===== src/rtl/median3_stream_ctrl.sv =====
// Two-channel streaming 3-tap median filter sharing one median network.
// Round-robin admission, one accept per cycle, single registered valid/ready result port.
module median3_stream_ctrl #(
    parameter int W = 8
) (
    input  logic         clk,
    input  logic         rst,
    input  logic         s0_valid,
    output logic         s0_ready,
    input  logic [W-1:0] s0_data,
    input  logic         s0_last,
    input  logic         s1_valid,
    output logic         s1_ready,
    input  logic [W-1:0] s1_data,
    input  logic         s1_last,
    output logic         m_valid,
    input  logic         m_ready,
    output logic [W-1:0] m_data,
    output logic         m_ch
);

    logic [W-1:0] w_old_q [2];
    logic [W-1:0] w_old_d [2];
    logic [W-1:0] w_mid_q [2];
    logic [W-1:0] w_mid_d [2];
    logic [1:0]   cnt_q   [2];
    logic [1:0]   cnt_d   [2];
    logic         rr_q, rr_d;
    logic         m_valid_q, m_valid_d;
    logic         m_ch_q, m_ch_d;
    logic [W-1:0] m_data_q, m_data_d;

    logic [1:0]   in_valid;
    logic [1:0]   in_last;
    logic [W-1:0] in_data [2];
    logic [1:0]   elig;
    logic [1:0]   grant;
    logic         slot_free;
    logic         accept;
    logic         sel;
    logic         sel_last;
    logic         sel_full;
    logic [W-1:0] sel_x, sel_old, sel_mid;
    logic [W-1:0] lo_ab, hi_ab, hi_c, med;

    assign in_valid   = {s1_valid, s0_valid};
    assign in_last    = {s1_last, s0_last};
    assign in_data[0] = s0_data;
    assign in_data[1] = s1_data;

    assign slot_free = !m_valid_q || m_ready;

    // Warm-up samples never touch the output slot, so they ignore backpressure.
    generate
        for (genvar gi = 0; gi < 2; gi++) begin : g_elig
            assign elig[gi] = in_valid[gi] && ((cnt_q[gi] != 2'd2) || slot_free);
        end
    endgenerate

    always_comb begin
        grant = 2'b00;
        if (!rst) begin
            if (elig == 2'b11) begin
                grant = rr_q ? 2'b10 : 2'b01;
            end else begin
                grant = elig;
            end
        end
    end

    assign s0_ready = grant[0];
    assign s1_ready = grant[1];
    assign accept   = |grant;
    assign sel      = grant[1];
    assign sel_x    = in_data[sel];
    assign sel_last = in_last[sel];
    assign sel_old  = w_old_q[sel];
    assign sel_mid  = w_mid_q[sel];
    assign sel_full = (cnt_q[sel] == 2'd2);

    // median(a,b,c) = max(min(a,b), min(max(a,b), c))
    assign lo_ab = (sel_old < sel_mid) ? sel_old : sel_mid;
    assign hi_ab = (sel_old < sel_mid) ? sel_mid : sel_old;
    assign hi_c  = (hi_ab < sel_x) ? hi_ab : sel_x;
    assign med   = (lo_ab > hi_c) ? lo_ab : hi_c;

    always_comb begin
        rr_d      = rr_q;
        m_valid_d = m_valid_q;
        m_data_d  = m_data_q;
        m_ch_d    = m_ch_q;
        for (int i = 0; i < 2; i++) begin
            w_old_d[i] = w_old_q[i];
            w_mid_d[i] = w_mid_q[i];
            cnt_d[i]   = cnt_q[i];
        end

        if (m_valid_q && m_ready) begin
            m_valid_d = 1'b0;
        end

        if (accept) begin
            rr_d = ~sel;
            if (sel_full) begin
                m_valid_d = 1'b1;
                m_data_d  = med;
                m_ch_d    = sel;
            end
            if (sel_last) begin
                w_old_d[sel] = '0;
                w_mid_d[sel] = '0;
                cnt_d[sel]   = 2'd0;
            end else begin
                w_old_d[sel] = sel_mid;
                w_mid_d[sel] = sel_x;
                if (!sel_full) begin
                    cnt_d[sel] = cnt_q[sel] + 2'd1;
                end
            end
        end
    end

    always_ff @(posedge clk) begin
        if (rst) begin
            rr_q      <= 1'b0;
            m_valid_q <= 1'b0;
            m_data_q  <= '0;
            m_ch_q    <= 1'b0;
            for (int i = 0; i < 2; i++) begin
                w_old_q[i] <= '0;
                w_mid_q[i] <= '0;
                cnt_q[i]   <= 2'd0;
            end
        end else begin
            rr_q      <= rr_d;
            m_valid_q <= m_valid_d;
            m_data_q  <= m_data_d;
            m_ch_q    <= m_ch_d;
            for (int i = 0; i < 2; i++) begin
                w_old_q[i] <= w_old_d[i];
                w_mid_q[i] <= w_mid_d[i];
                cnt_q[i]   <= cnt_d[i];
            end
        end
    end

    assign m_valid = m_valid_q;
    assign m_data  = m_data_q;
    assign m_ch    = m_ch_q;

endmodule


===== config.mk =====
export PLATFORM = sky130hd
export DESIGN_NAME = median3_stream_ctrl
export DESIGN_NICKNAME = d
export VERILOG_FILES = /design/src/rtl/median3_stream_ctrl.sv
export SDC_FILE = /design/constraint.sdc
export NUM_CORES = 1
export LEC_CHECK = 0
export ABC_AREA = 1
export BUFFER_PORTS_ARGS = -buffer_cell sky130_fd_sc_hd__buf_2
export CORE_ASPECT_RATIO = 2
export CORE_MARGIN = 1.5
export CORE_UTILIZATION = 63
export CTS_CLUSTER_SIZE = 40
export DETAILED_ROUTE_END_ITERATION = 10
export HOLD_SLACK_MARGIN = 0.15
export MAX_ROUTING_LAYER = met4
export PLACE_DENSITY = 0.84
export REMOVE_ABC_BUFFERS = 1
export SKIP_LAST_GASP = 1
export SLEW_MARGIN = 20
export SYNTH_ARGS = -nofsm -noshare
export SYNTH_HDL_FRONTEND = slang
export SYNTH_SLANG_ARGS = --single-unit

===== constraint.sdc =====
create_clock -name clk -period 7.8 [get_ports clk]
set_clock_uncertainty 0.1 [all_clocks]
set_input_delay 0.78 -clock clk [delete_from_list [all_inputs] [get_ports clk]]
set_output_delay 0.78 -clock clk [all_outputs]
set_load 0.02 [all_outputs]

==> results of run 1 <==
-- layer usage --
| layer | wire length, um | global-route usage, % | part of all wire, % |
|---|---|---|---|
| met1 | 2800 | 30.0 | 38 |
| met4 | 238 | 15.4 | 3.2 |
| met3 | 214 | 3.77 | 2.9 |
| met2 | 4170 | 55.9 | 56 |
| met5 | 0 | - | 0 |
-- registers in the layout (all words and copies together), names as in the netlist --
| name | flops |
|---|---|
| m_ch | 1 |
| cnt_q | 4 |
| w_mid_q | 16 |
| w_old_q | 16 |
| m_data | 8 |
| m_valid | 1 |
| rr_q | 1 |
-- kinds of logic (layout without fill, tap and decap cells) --
family          count (synthesis)  in the layout
simple gates                  268            268
compound gates                 83             83
buf+inv                        73             97
flops                          47             47
fa+ha+maj                      23             23
-- area by class of cell --
type | count | area [um^2] | share of cell area, %
clock buffer | 6 | 82.6 | 2.43
clock inverter | 1 | 5.00 | 0.147
inverter | 51 | 191 | 5.63
multi-input combinational | 374 | 1900 | 56.0
sequential | 47 | 941 | 27.6
tap | 57 | 71.3 | 2.10
timing repair buffer | 39 | 208 | 6.10
-- worst paths after layout --
path,start,end,slack (ns),cells after the start
min reg2reg,m_data[4]$_SDFFE_PP0P_,m_data[4]$_SDFFE_PP0P_,0.35,2
min,m_data[4]$_SDFFE_PP0P_,m_data[4]$_SDFFE_PP0P_,0.35,2
max,m_ready,m_data[7]$_SDFFE_PP0P_,1.48,30
max reg2reg,cnt_q[1][1]$_SDFFE_PP0P_,m_data[7]$_SDFFE_PP0P_,1.67,30
-- worst reg2reg max path: cells and delay by family (launching register included) --
kind	cells	cell delay, ns
DFF	1	0.33
AOI/OAI and AO/OA	9	2.42
adders and majority gates	3	0.93
buffers and inverters	4	0.83
and+or+nand+nor	14	1.44
-- report_power, final --
part	switching [mW]	internal, mW	total [mW]
registers	0.00278	0.244	0.247
clock network	0.0832	0.0697	0.153
logic	0.102	0.0468	0.149
total	0.188	0.361	0.549
-- layout by cell type (no fill, tap or decap), drive strengths merged, types with 6 or more instances in the layout --
master and n:
clkbuf 6, nand3 47, and2 7, nor2 16, dfxtp 47, nand2 194, inv 49, a21oi 49
ha 23, buf 39, o21ai 27
-- stage by stage --
step | power [mW] | area (um^2) | worst slack, ns | utilization (%)
after floorplan | 0.354 | 3040 | 1.18 | -
after global placement | 0.393 | 3320 | 1.52 | 68.8
after detailed placement | 0.397 | 3320 | 1.30 | 68.8
after CTS | 0.549 | 3400 | 1.62 | 70.6
after global routing | 0.573 | 3400 | 1.00 | 70.6
final | 0.549 | 3400 | 1.48 | 70.6
==> metrics.md, run 1 <==
| Metric | Value |
|---|---|
| Die X | `~53 um` |
| Area of the die | `5420 um^2` |
| Mapped Avg Cell Area | `6.33 um^2` |
| Mapped Area | `3130 um^2` |
| Status | `finished clean` |
| GP Congestion | `0.891` |
| Synth async-reset ratio | `0%` |
| Worst-path clk slew | `around 0.08 ns` |
| TritonCTS Buffers | `5` |
| Crit start category | `primary input` |
| Final wirelength | `~7.4 mm` |
| Vias in the first global route | `about 2.9k` |
| Hold Crit Class | `flop to flop` |
| Synth Area in Simple Gates | `37.6%` |
| Hold WS | `between 0.3 and 0.4 ns` |
| DPL Wire Length | `5.63 mm` |
| Hold buffers post-CTS | `0` |
| Synth Flop Type | `dfxtp_1` |
| DP Cell Count | `568` |
| Final cycle utilization of the critical path | `81.0%` |
| Pin count of the biggest net entering global routing | `60` |
| Slew Limit Fails | `0` |
| DRC violations left | `0` |
| Antenna diodes | `0` |
| Root buffer cell | `clkbuf_8` |
| Vias | `3196` |
| Critical Path Sink Type | `flop` |
| TNS Setup | `0 ns` |
| XOR/XNOR share of the synthesized area | `0%` |
| Count leader, synth | `nand2_1` |
| Mux cell area share after synthesis | `0%` |
| Wire per inst | `12.9 um` |
| FF+latch count, synth | `47` |
| Buffers & Inverters on Critical Path | `4` |
| Synthesized-area fraction occupied by adder cells | `9.20%` |
| Unique cell type count in the Yosys netlist | `28` |
| Final setup viols | `0` |
| Longest Clk Path Bufs | `2` |
| Hold Vio Cnt, Final | `0` |
| Cells taking the most area after synthesis | `dfxtp_1, nand2_1, ha_1, a21oi_1, nand3_1` |
| Layout area overhead | `8.80%` |
| IO Pins | `35` |
| Num Clock Sinks | `47` |
| Row cnt | `36` |
| Number of fillers in the final layout | `454` |
| Pwr/cell area | `161 nW/um^2` |
| Worst rel slew slack | `36.5%` |
| Max Cap Viol | `0` |
| Clock latency on the worst-skew pair | `0.31 ns` |
| Static Leakage | `1.70 nW` |
| Die H | `103 um` |
| DRT iter0 DRCs | `73` |
| Initial Util | `64.9%` |
| Critical Path AT | `6.42 ns` |
| Total global routing overflow | `0` |
| Vias per cell | `roughly 5.6` |
| Setup CP Type | `primary input to flop` |
| RSZ-0062 raised after global routing | `no` |
| Post-DRT Antenna Nets | `0` |
| CP required | `7.90 ns` |
| IO buf count | `34` |
| Share of cells above drive strength 1 | `between 10% and 20%` |
| CTS H-tree depth | `2` |
| Post-synth EDFFs | `0` |
| Initial antenna violation count | `0` |
| Sequential area share after synthesis | `a little under a third` |
| GRT Total Usage | `between 30% and 40%` |
| CTS tree | `done` |
| Top cells by count, synth | `nand2_1, a21oi_1, dfxtp_1, nand3_1, inv_1` |
| Cell count after synthesis | `494` |
| Max VDD drop | `0.213 mV` |
| Slew @ Worst Pin | `0.952 ns` |
| Yosys top cell area share | `30.1%` |
| Critical-path top delay cell | `a211oi_2` |
| Finished Layout Cells | `575` |
| Post-CTS Resized | `0` |
| Worst path most repeated cell | `nand2_1` |
| Setup bufs post-CTS | `0` |
| Ys Warns | `0` |
| Core area | `4820 um^2` |
| Final #Nets | `roughly 560` |
| Max FO, Critical Path | `59` |
| Min Tclk post-route | `between 6 and 7 ns` |
| Global-route wire length before repair | `12.1 mm` |
| CP delay by family, top | `compound AO/OA/AOI/OAI gates` |
| Complex-gate fraction of the synthesized area | `14.1%` |
| Fmax | `158 MHz` |
| Post-synthesis cell type with the largest combined area | `dfxtp_1` |
| Largest family of logic cells by synthesized area | `simple AND/OR/NAND/NOR gates` |
| Drt first pass iters | `4` |
| Crit-path max cell delay | `approximately 0.53 ns` |
(Power assumes the default switching activity.)
==> inputs of run 2 (changes only) <==
CORE_UTILIZATION = 53   (was 63)
PLACE_DENSITY = 0.75   (was 0.84)
clock period = 5.7 ns   (was 7.8 ns; I/O delays follow)
==> run 2 against run 1 <==
  * Combinational power is 38% higher
  * Die area is 18% higher
  * Sequential share of layout area decreased by 0.93 points
  * Worst hold slack worse by 0.0038 ns
  * Largest cell class unchanged
  * Critical path type is now flop to flop
  * Critical path depth grew 4
==> metrics.md, run 2 (same netlist as run 1, synthesis figures left out) <==
| Metric | Value |
|---|---|
| Fmax | `between 150 and 200 MHz` |
| Core area | `5710 um^2 (was 4820 um^2)` |
| Finished Layout Cells | `587 (was 575)` |
| Pwr/cell area | `238 nW/um^2 (was 161 nW/um^2)` |
| Hold Crit Class | `flop to flop (unchanged)` |
| Initial Util | `54.8% (was 64.9%)` |
| Vias per cell | `5.35 (was 5.56)` |
| Min Tclk post-route | `5.31 ns` |
| CTS H-tree depth | `2 (unchanged)` |
| Worst rel slew slack | `30.3% (was 36.5%)` |
| Row cnt | `39 (was 36)` |
| Worst-path clk slew | `0.07 ns (was 0.08 ns)` |
| Critical-path top delay cell | `dfxtp_1 (was a211oi_2)` |
| Area of the die | `6400 um^2 (was 5420 um^2)` |
| Final #Nets | `571 (was 564)` |
| DP Cell Count | `579 (was 568)` |
| Total power | `840 uW (was 549 uW)` |
| Final Util | `61.7% (was 70.6%)` |
| Num Clock Sinks | `47 (unchanged)` |
| RSZ-0062 raised after global routing | `no (unchanged)` |
| GP Congestion | `0.890 (was 0.891)` |
| Setup CP Type | `flop to flop (was primary input to flop)` |
| Initial antenna violation count | `0 (unchanged)` |
| Max FO, Critical Path | `18 (was 59)` |
| Die X | `57.3 um (was 52.8 um)` |
| Vias in the first global route | `2943 (was 2864)` |
| Reg2reg end | `m_data[3]$_SDFFE_PP0P_ (was m_data[7]$_SDFFE_PP0P_)` |
| Post-DRT Antenna Nets | `0 (unchanged)` |
| GRT Total Usage | `25.2% (was 30.4%)` |
| DRC violations left | `0 (unchanged)` |
| Wire per inst | `12.6 um (was 12.9 um)` |
| WHS Path Cells | `2 (unchanged)` |
| DRT iter0 DRCs | `105 (was 73)` |
| Layout area overhead | `12.6% (was 8.80%)` |
| Worst r2r path cells | `34 (was 30)` |
| Final setup viols | `0 (unchanged)` |
| CTS tree | `done (unchanged)` |
| TNS Setup | `0 ns (unchanged)` |
| Critical Path AT | `5.40 ns (was 6.42 ns)` |
| Most common cell after layout, fill and taps aside | `nand2_1 (unchanged)` |
| Register-to-register path setup slack | `0.39 ns (was 1.67 ns)` |
| Final cycle utilization of the critical path | `just over 90%` |
| Die H | `112 um (was 103 um)` |
| Drt first pass iters | `4 (unchanged)` |
| Root buffer cell | `clkbuf_16 (was clkbuf_8)` |
| Hold EP | `m_data[5]$_SDFFE_PP0P_ (was m_data[4]$_SDFFE_PP0P_)` |
| Vias | `3142 (was 3196)` |
| Number of fillers in the final layout | `569 (was 454)` |
| Final wirelength | `7.43 mm (was 7.42 mm)` |
| Crit start category | `flop (was primary input)` |
| Static Leakage | `1.75 nW (was 1.70 nW)` |
| IO buf count | `34 (unchanged)` |
| Longest Clk Path Bufs | `2 (unchanged)` |
| Share of cells above drive strength 1 | `16.0% (was 14.3%)` |
| Global-route wire length before repair | `12.6 mm (was 12.1 mm)` |
| Slew @ Worst Pin | `1.05 ns (was 0.952 ns)` |
| Worst R2R Start | `cnt_q[1][0]$_SDFFE_PP0P_ (was cnt_q[1][1]$_SDFFE_PP0P_)` |
| DPL Wire Length | `5.74 mm (was 5.63 mm)` |
| Slew Limit Fails | `0 (unchanged)` |
| Max Cap Viol | `0 (unchanged)` |
| Most frequent cells in the layout | `nand2_1, a21oi_1, dfxtp_1 (unchanged)` |
| Status | `finished clean (unchanged)` |
| Total global routing overflow | `0 (unchanged)` |
| TritonCTS Buffers | `5 (unchanged)` |
| Crit-path max cell delay | `0.37 ns (was 0.53 ns)` |
| Antenna diodes | `0 (unchanged)` |
| HP Start | `m_data[5]$_SDFFE_PP0P_ (was m_data[4]$_SDFFE_PP0P_)` |
| Pin count of the biggest net entering global routing | `41 (was 60)` |
| Worst path most repeated cell | `nand2_1 (unchanged)` |
| Setup bufs post-CTS | `0 (unchanged)` |
| Hold Vio Cnt, Final | `0 (unchanged)` |
| Max VDD drop | `0.253 mV (was 0.213 mV)` |
| Critical Path Sink Type | `flop (unchanged)` |
| IO Pins | `35 (unchanged)` |
| Clock latency on the worst-skew pair | `0.29 ns (was 0.31 ns)` |
| CP required | `5.79 ns (was 7.90 ns)` |
==> run 2: critical path, delay by kind of cell (launching register included) <==
kind / cells / cell delay (ns)
simple gates: 17 / 1.48
fa+ha+maj: 3 / 0.91
flops: 1 / 0.37
compound gates: 7 / 1.41
buf+inv: 7 / 0.91
==> run 2: worst max-delay path by stage <==
| stage | end | cells past startpoint | start | slack (ns) |
|---|---|---|---|---|
| after floorplan | m_data[3]$_SDFFE_PP0P_ | 31 | m_ready | -0.71 |
| after global placement | m_data[6]$_SDFFE_PP0P_ | 35 | m_ready | 0.1 |
| after detailed placement | m_data[3]$_SDFFE_PP0P_ | 34 | m_ready | 0.05 |
| after CTS | m_data[6]$_SDFFE_PP0P_ | 34 | cnt_q[0][1]$_SDFFE_PP0P_ | 0.34 |
| after global routing | m_data[1]$_SDFFE_PP0P_ | 34 | cnt_q[0][1]$_SDFFE_PP0P_ | 0.007 |
| final | m_data[3]$_SDFFE_PP0P_ | 34 | cnt_q[1][0]$_SDFFE_PP0P_ | 0.39 |
==> run 2: area by class of cell <==
cell class                      count  area, um^2  area share [%]
Clock buffer                        5         125            3.55
Clock inverter                      3        20.0           0.568
Inverter                           51         191            5.44
Multi-Input combinational cell    374        1910            54.2
Sequential cell                    47         941            26.7
Tap cell                           61        76.3            2.17
Timing Repair Buffer               46         260            7.39
==> run 2: stage by stage <==
step	setup slack, ns	area [um^2]	hold slack (ns)
5_1_grt	0.00718	3520	0.364
2_1_floorplan	-0.707	3040	0.334
6_report	0.390	3520	0.346
3_3_place_gp	0.0957	3370	0.331
4_1_cts	0.336	3520	0.350
3_5_place_dp	0.0466	3370	0.333
==> run 2: power breakdown <==
part | switching (mW) | leakage (nW) | internal, mW | total [mW]
Clock | 0.135 | 0.0658 | 0.162 | 0.296
Combinational | 0.137 | 1.31 | 0.0683 | 0.205
Sequential | 0.00389 | 0.380 | 0.335 | 0.338
==> run 2: per-layer routing <==
layer | track usage [%] | wire length (um) | up-vias
met4 | 12.4 | 257 | 0
met3 | 3.14 | 212 | 21
met2 | 44.9 | 4020 | 62
li1 | - | - | 1645
met1 | 26.4 | 2940 | 1414
met5 | - | 0 | -
==> run 2: timing repair <==
action                     4_1_cts  5_1_grt
hold endpoints to repair         0        0
resized for setup                0        5
setup endpoints to repair        0        7
hold buffers                     0        0
==> inputs of run 3 (changes only) <==
ABC_AREA = unset   (was 1)
CELL_PAD_IN_SITES_DETAIL_PLACEMENT = 1   (was unset)
CELL_PAD_IN_SITES_GLOBAL_PLACEMENT = 2   (was unset)
CORE_UTILIZATION = 32   (was 53)
==> run 3 against run 2 <==
  * Die area rose by 60%
  * Sequential power barely moved
  * The flow now finishes with violations (setup timing)
  * First-iteration DRC count grew 14%
  * Combinational power up 89%
  * Largest cell class unchanged
  * Non-clock buffer count rose by 76
  * Critical path depth fell by 2
  * Design area grew 32%
==> metrics.md, run 3 <==
| Metric | Value |
|---|---|
| Finished Cell Area | `4660 um^2 (was 3520 um^2)` |
| Final cycle utilization of the critical path | `108% (was 93.2%)` |
| Min Tclk post-route | `6.15 ns (was 5.31 ns)` |
| Initial Util | `33.0% (was 54.8%)` |
| Antenna diodes | `0 (unchanged)` |
| Yosys top cell area share | `30.6% (was 30.1%)` |
| Clock latency on the worst-skew pair | `0.30 ns (was 0.29 ns)` |
| Count leader, synth | `dfxtp_1 (was nand2_1)` |
| Critical Path Sink Type | `flop (unchanged)` |
| Max Cap Viol | `0 (unchanged)` |
| DRC violations left | `0 (unchanged)` |
| Top cells by count, synth | `dfxtp_1, mux2i_1, nor2_1, nand2_1, a21oi_1 (was nand2_1, a21oi_1, dfxtp_1, nand3_1, inv_1)` |
| TNS Setup | `-3.50 ns (was 0 ns)` |
| Number of fillers in the final layout | `1072 (was 569)` |
| Fmax | `163 MHz (was 188 MHz)` |
| Buffers & Inverters on Critical Path | `11 (was 7)` |
| Most frequent cells in the layout | `buf_4, dfxtp_1, buf_2 (was nand2_1, a21oi_1, dfxtp_1)` |
| Final setup viols | `8 (was 0)` |
| CTS tree | `done (unchanged)` |
| Finished Layout Cells | `576 (was 587)` |
| Cells taking the most area after synthesis | `dfxtp_1, mux2i_1, ha_1, a21oi_1, nor2_1 (was dfxtp_1, nand2_1, ha_1, a21oi_1, nand3_1)` |
| Max FO, Critical Path | `6 (was 18)` |
| Wire per inst | `20.8 um (was 12.6 um)` |
| Drt first pass iters | `4 (unchanged)` |
| WHS Path Cells | `2 (unchanged)` |
| Hold buffers post-CTS | `0 (unchanged)` |
| Slew Limit Fails | `0 (unchanged)` |
| Hold EP | `w_old_q[1][2]$_SDFFE_PP0P_ (was m_data[5]$_SDFFE_PP0P_)` |
| Crit-path max cell delay | `0.43 ns (was 0.37 ns)` |
| Final wirelength | `12.0 mm (was 7.43 mm)` |
| Total global routing overflow | `0 (unchanged)` |
| Row cnt | `50 (was 39)` |
| DP Cell Count | `545 (was 579)` |
| CP delay by family, top | `simple AND/OR/NAND/NOR gates (unchanged)` |
| Ys Warns | `0 (unchanged)` |
| Placed cell area | `3800 um^2 (was 3370 um^2)` |
| Cell count after synthesis | `361 (was 494)` |
| Reg2reg end | `m_data[5]$_SDFFE_PP0P_ (was m_data[3]$_SDFFE_PP0P_)` |
| Most common cell after layout, fill and taps aside | `buf_4 (was nand2_1)` |
| DRT iter0 DRCs | `120 (was 105)` |
| Critical-path top delay cell | `or3b_4 (was dfxtp_1)` |
| Synth Flop Type | `dfxtp_1 (unchanged)` |
| HP Start | `w_old_q[1][2]$_SDFFE_PP0P_ (was m_data[5]$_SDFFE_PP0P_)` |
| Vias per cell | `5.72 (was 5.35)` |
| Pin count of the biggest net entering global routing | `40 (was 41)` |
| Worst r2r path cells | `31 (was 34)` |
| Global-route wire length before repair | `17.7 mm (was 12.6 mm)` |
| Clk pwr share | `30.2% (was 35.3%)` |
| Post-DRT Antenna Nets | `0 (unchanged)` |
| Pint | `686 uW (was 565 uW)` |
| Worst Setup Slack, final | `-0.453 ns (was 0.390 ns)` |
| Post-synthesis cell type with the largest combined area | `dfxtp_1 (unchanged)` |
| Register-to-register path setup slack | `-0.41 ns (was 0.39 ns)` |
| Pwr/cell area | `223 nW/um^2 (was 238 nW/um^2)` |
| Sequential area share after synthesis | `30.6% (was 30.1%)` |
| Mapped Avg Cell Area | `8.51 um^2 (was 6.33 um^2)` |
| Mapped Area | `3070 um^2 (was 3130 um^2)` |
| Worst rel slew slack | `39.6% (was 30.3%)` |
| IO Pins | `35 (unchanged)` |
| CTS H-tree depth | `2 (unchanged)` |
| Failing checks | `setup timing` |
| Final #Nets | `517 (was 571)` |
| CP required | `5.78 ns (was 5.79 ns)` |
| Layout area overhead | `51.7% (was 12.6%)` |
| Combinational share of power | `37.2% (was 24.4%)` |
| Hold WS | `0.368 ns (was 0.346 ns)` |
| FF+latch count, synth | `47 (unchanged)` |
| Setup CP Type | `primary input to flop (was flop to flop)` |
| Root buffer cell | `clkbuf_16 (unchanged)` |
| Reg power frac | `32.6% (was 40.3%)` |
| GRT Total Usage | `23.4% (was 25.2%)` |
| Vias | `3293 (was 3142)` |
| Post-synth EDFFs | `0 (unchanged)` |
| Longest Clk Path Bufs | `2 (unchanged)` |
| DPL Wire Length | `8.35 mm (was 5.74 mm)` |
| Core area | `9320 um^2 (was 5710 um^2)` |
| RSZ-0062 raised after global routing | `yes (was no)` |
| Critical Path AT | `6.23 ns (was 5.40 ns)` |
| Crit start category | `primary input (was flop)` |
| Status | `finished, violations left (was finished clean)` |
| Hold Vio Cnt, Final | `0 (unchanged)` |
| Unique cell type count in the Yosys netlist | `50 (was 28)` |
| Initial antenna violation count | `0 (unchanged)` |
| GP Congestion | `0.858 (was 0.890)` |
| Vias in the first global route | `3569 (was 2943)` |
| Worst-path clk slew | `0.07 ns (about the same)` |
| Die H | `142 um (was 112 um)` |
| Worst path most repeated cell | `buf_4 (was nand2_1)` |
| Sw Share | `33.9% (was 32.8%)` |
| Psw | `352 uW (was 275 uW)` |
| Num Clock Sinks | `47 (unchanged)` |
| Area of the die | `10200 um^2 (was 6400 um^2)` |
| Synth async-reset ratio | `0% (unchanged)` |
| IO buf count | `34 (unchanged)` |
| Hold Crit Class | `flop to flop (unchanged)` |
| Static Leakage | `2.01 nW (was 1.75 nW)` |
| Slew @ Worst Pin | `0.900 ns (was 1.05 ns)` |
| Die X | `72.3 um (was 57.3 um)` |
| Share of cells above drive strength 1 | `43.4% (was 16.0%)` |
| TritonCTS Buffers | `5 (unchanged)` |
| Max VDD drop | `0.138 mV (was 0.253 mV)` |
| Worst R2R Start | `cnt_q[0][0]$_SDFFE_PP0P_ (was cnt_q[1][0]$_SDFFE_PP0P_)` |
[run 3: cell count changes in the layout (fill, tap and decap cells not counted), moves of 12 or more]
cell,before,now
nand2_1,176,25
buf_4,12,77
inv_1,43,12
nand3_1,46,16
a21oi_1,48,19
mux2i_1,0,20
nand2_2,14,1
nor2_1,14,26
[run 3: cell families (layout without fill, tap and decap cells)]
| family | Yosys count | count (layout) | share of synthesized area, % |
|---|---|---|---|
| adders and majority gates | 23 | 23 | 9.36 |
| AOI/OAI and AO/OA | 106 | 106 | 23.5 |
| DFF | 47 | 47 | 30.6 |
| and+or+nand+nor | 109 | 109 | 17.8 |
| buffers and inverters | 35 | 146 | 5.13 |
| muxes | 41 | 41 | 13.6 |
[run 3: worst max path at each step]
stage,startpoint,to,cells past startpoint
4_1_cts,m_ready,m_data[5]$_SDFFE_PP0P_,30
6_report,m_ready,m_data[5]$_SDFFE_PP0P_,32
2_1_floorplan,m_ready,m_data[2]$_SDFFE_PP0P_,24
5_1_grt,m_ready,m_data[4]$_SDFFE_PP0P_,31
3_5_place_dp,m_ready,m_data[5]$_SDFFE_PP0P_,27
3_3_place_gp,m_ready,m_data[6]$_SDFFE_PP0P_,27
[run 3: metal layers]
metal  GRT usage (%)  part of all wire, %
met4            10.9                  5.3
met1            21.1                   34
met5               -                    0
met2            46.3                   58
met3            2.41                  1.9
[run 3: metrics by stage]
stage	util, %	power, mW	setup slack (ns)
after floorplan	-	0.491	-3.42
after global placement	40.7	0.608	-1.02
after detailed placement	40.8	0.620	-1.30
after CTS	46.9	0.987	-0.285
after global routing	50.0	1.08	-0.645
final	50.0	1.04	-0.453
[run 3: timing repair]
action                     in CTS  in global routing
setup buffers                  12                 11
gates resized for setup        61                 45
pin swaps                      16                 24
cloned                          1                  0
setup endpoints to repair       8                  8
[run 3: worst reg2reg max path: cells and delay by family, from the launching register on]
| kind | cells | cell delay, ns |
|---|---|---|
| flip-flops | 1 | 0.33 |
| AND/OR/NAND/NOR | 8 | 1.88 |
| AO/OA/AOI/OAI | 8 | 1.14 |
| adder cells (fa/ha/maj) | 3 | 0.75 |
| buffers and inverters | 10 | 1.43 |
| multiplexers | 2 | 0.36 |
[run 3: area by class of cell]
class	instances	area, um^2	area share [%]
multi-input cells	279	2470	53.0
flip-flops and latches	47	942	20.2
well taps	104	130	2.79
clock buffers	5	125	2.68
inverters	16	62.6	1.34
repair buffers	122	910	19.5
clock inverters	3	22.5	0.483
[run 3: power groups by stage]
stage | combinational (mW) | clock, mW | sequential, mW
floorplan | 0.146 | 0 | 0.345
global placement | 0.263 | 0 | 0.345
detailed placement | 0.275 | 0 | 0.345
CTS | 0.326 | 0.322 | 0.338
global route | 0.409 | 0.332 | 0.339
finish | 0.387 | 0.314 | 0.338
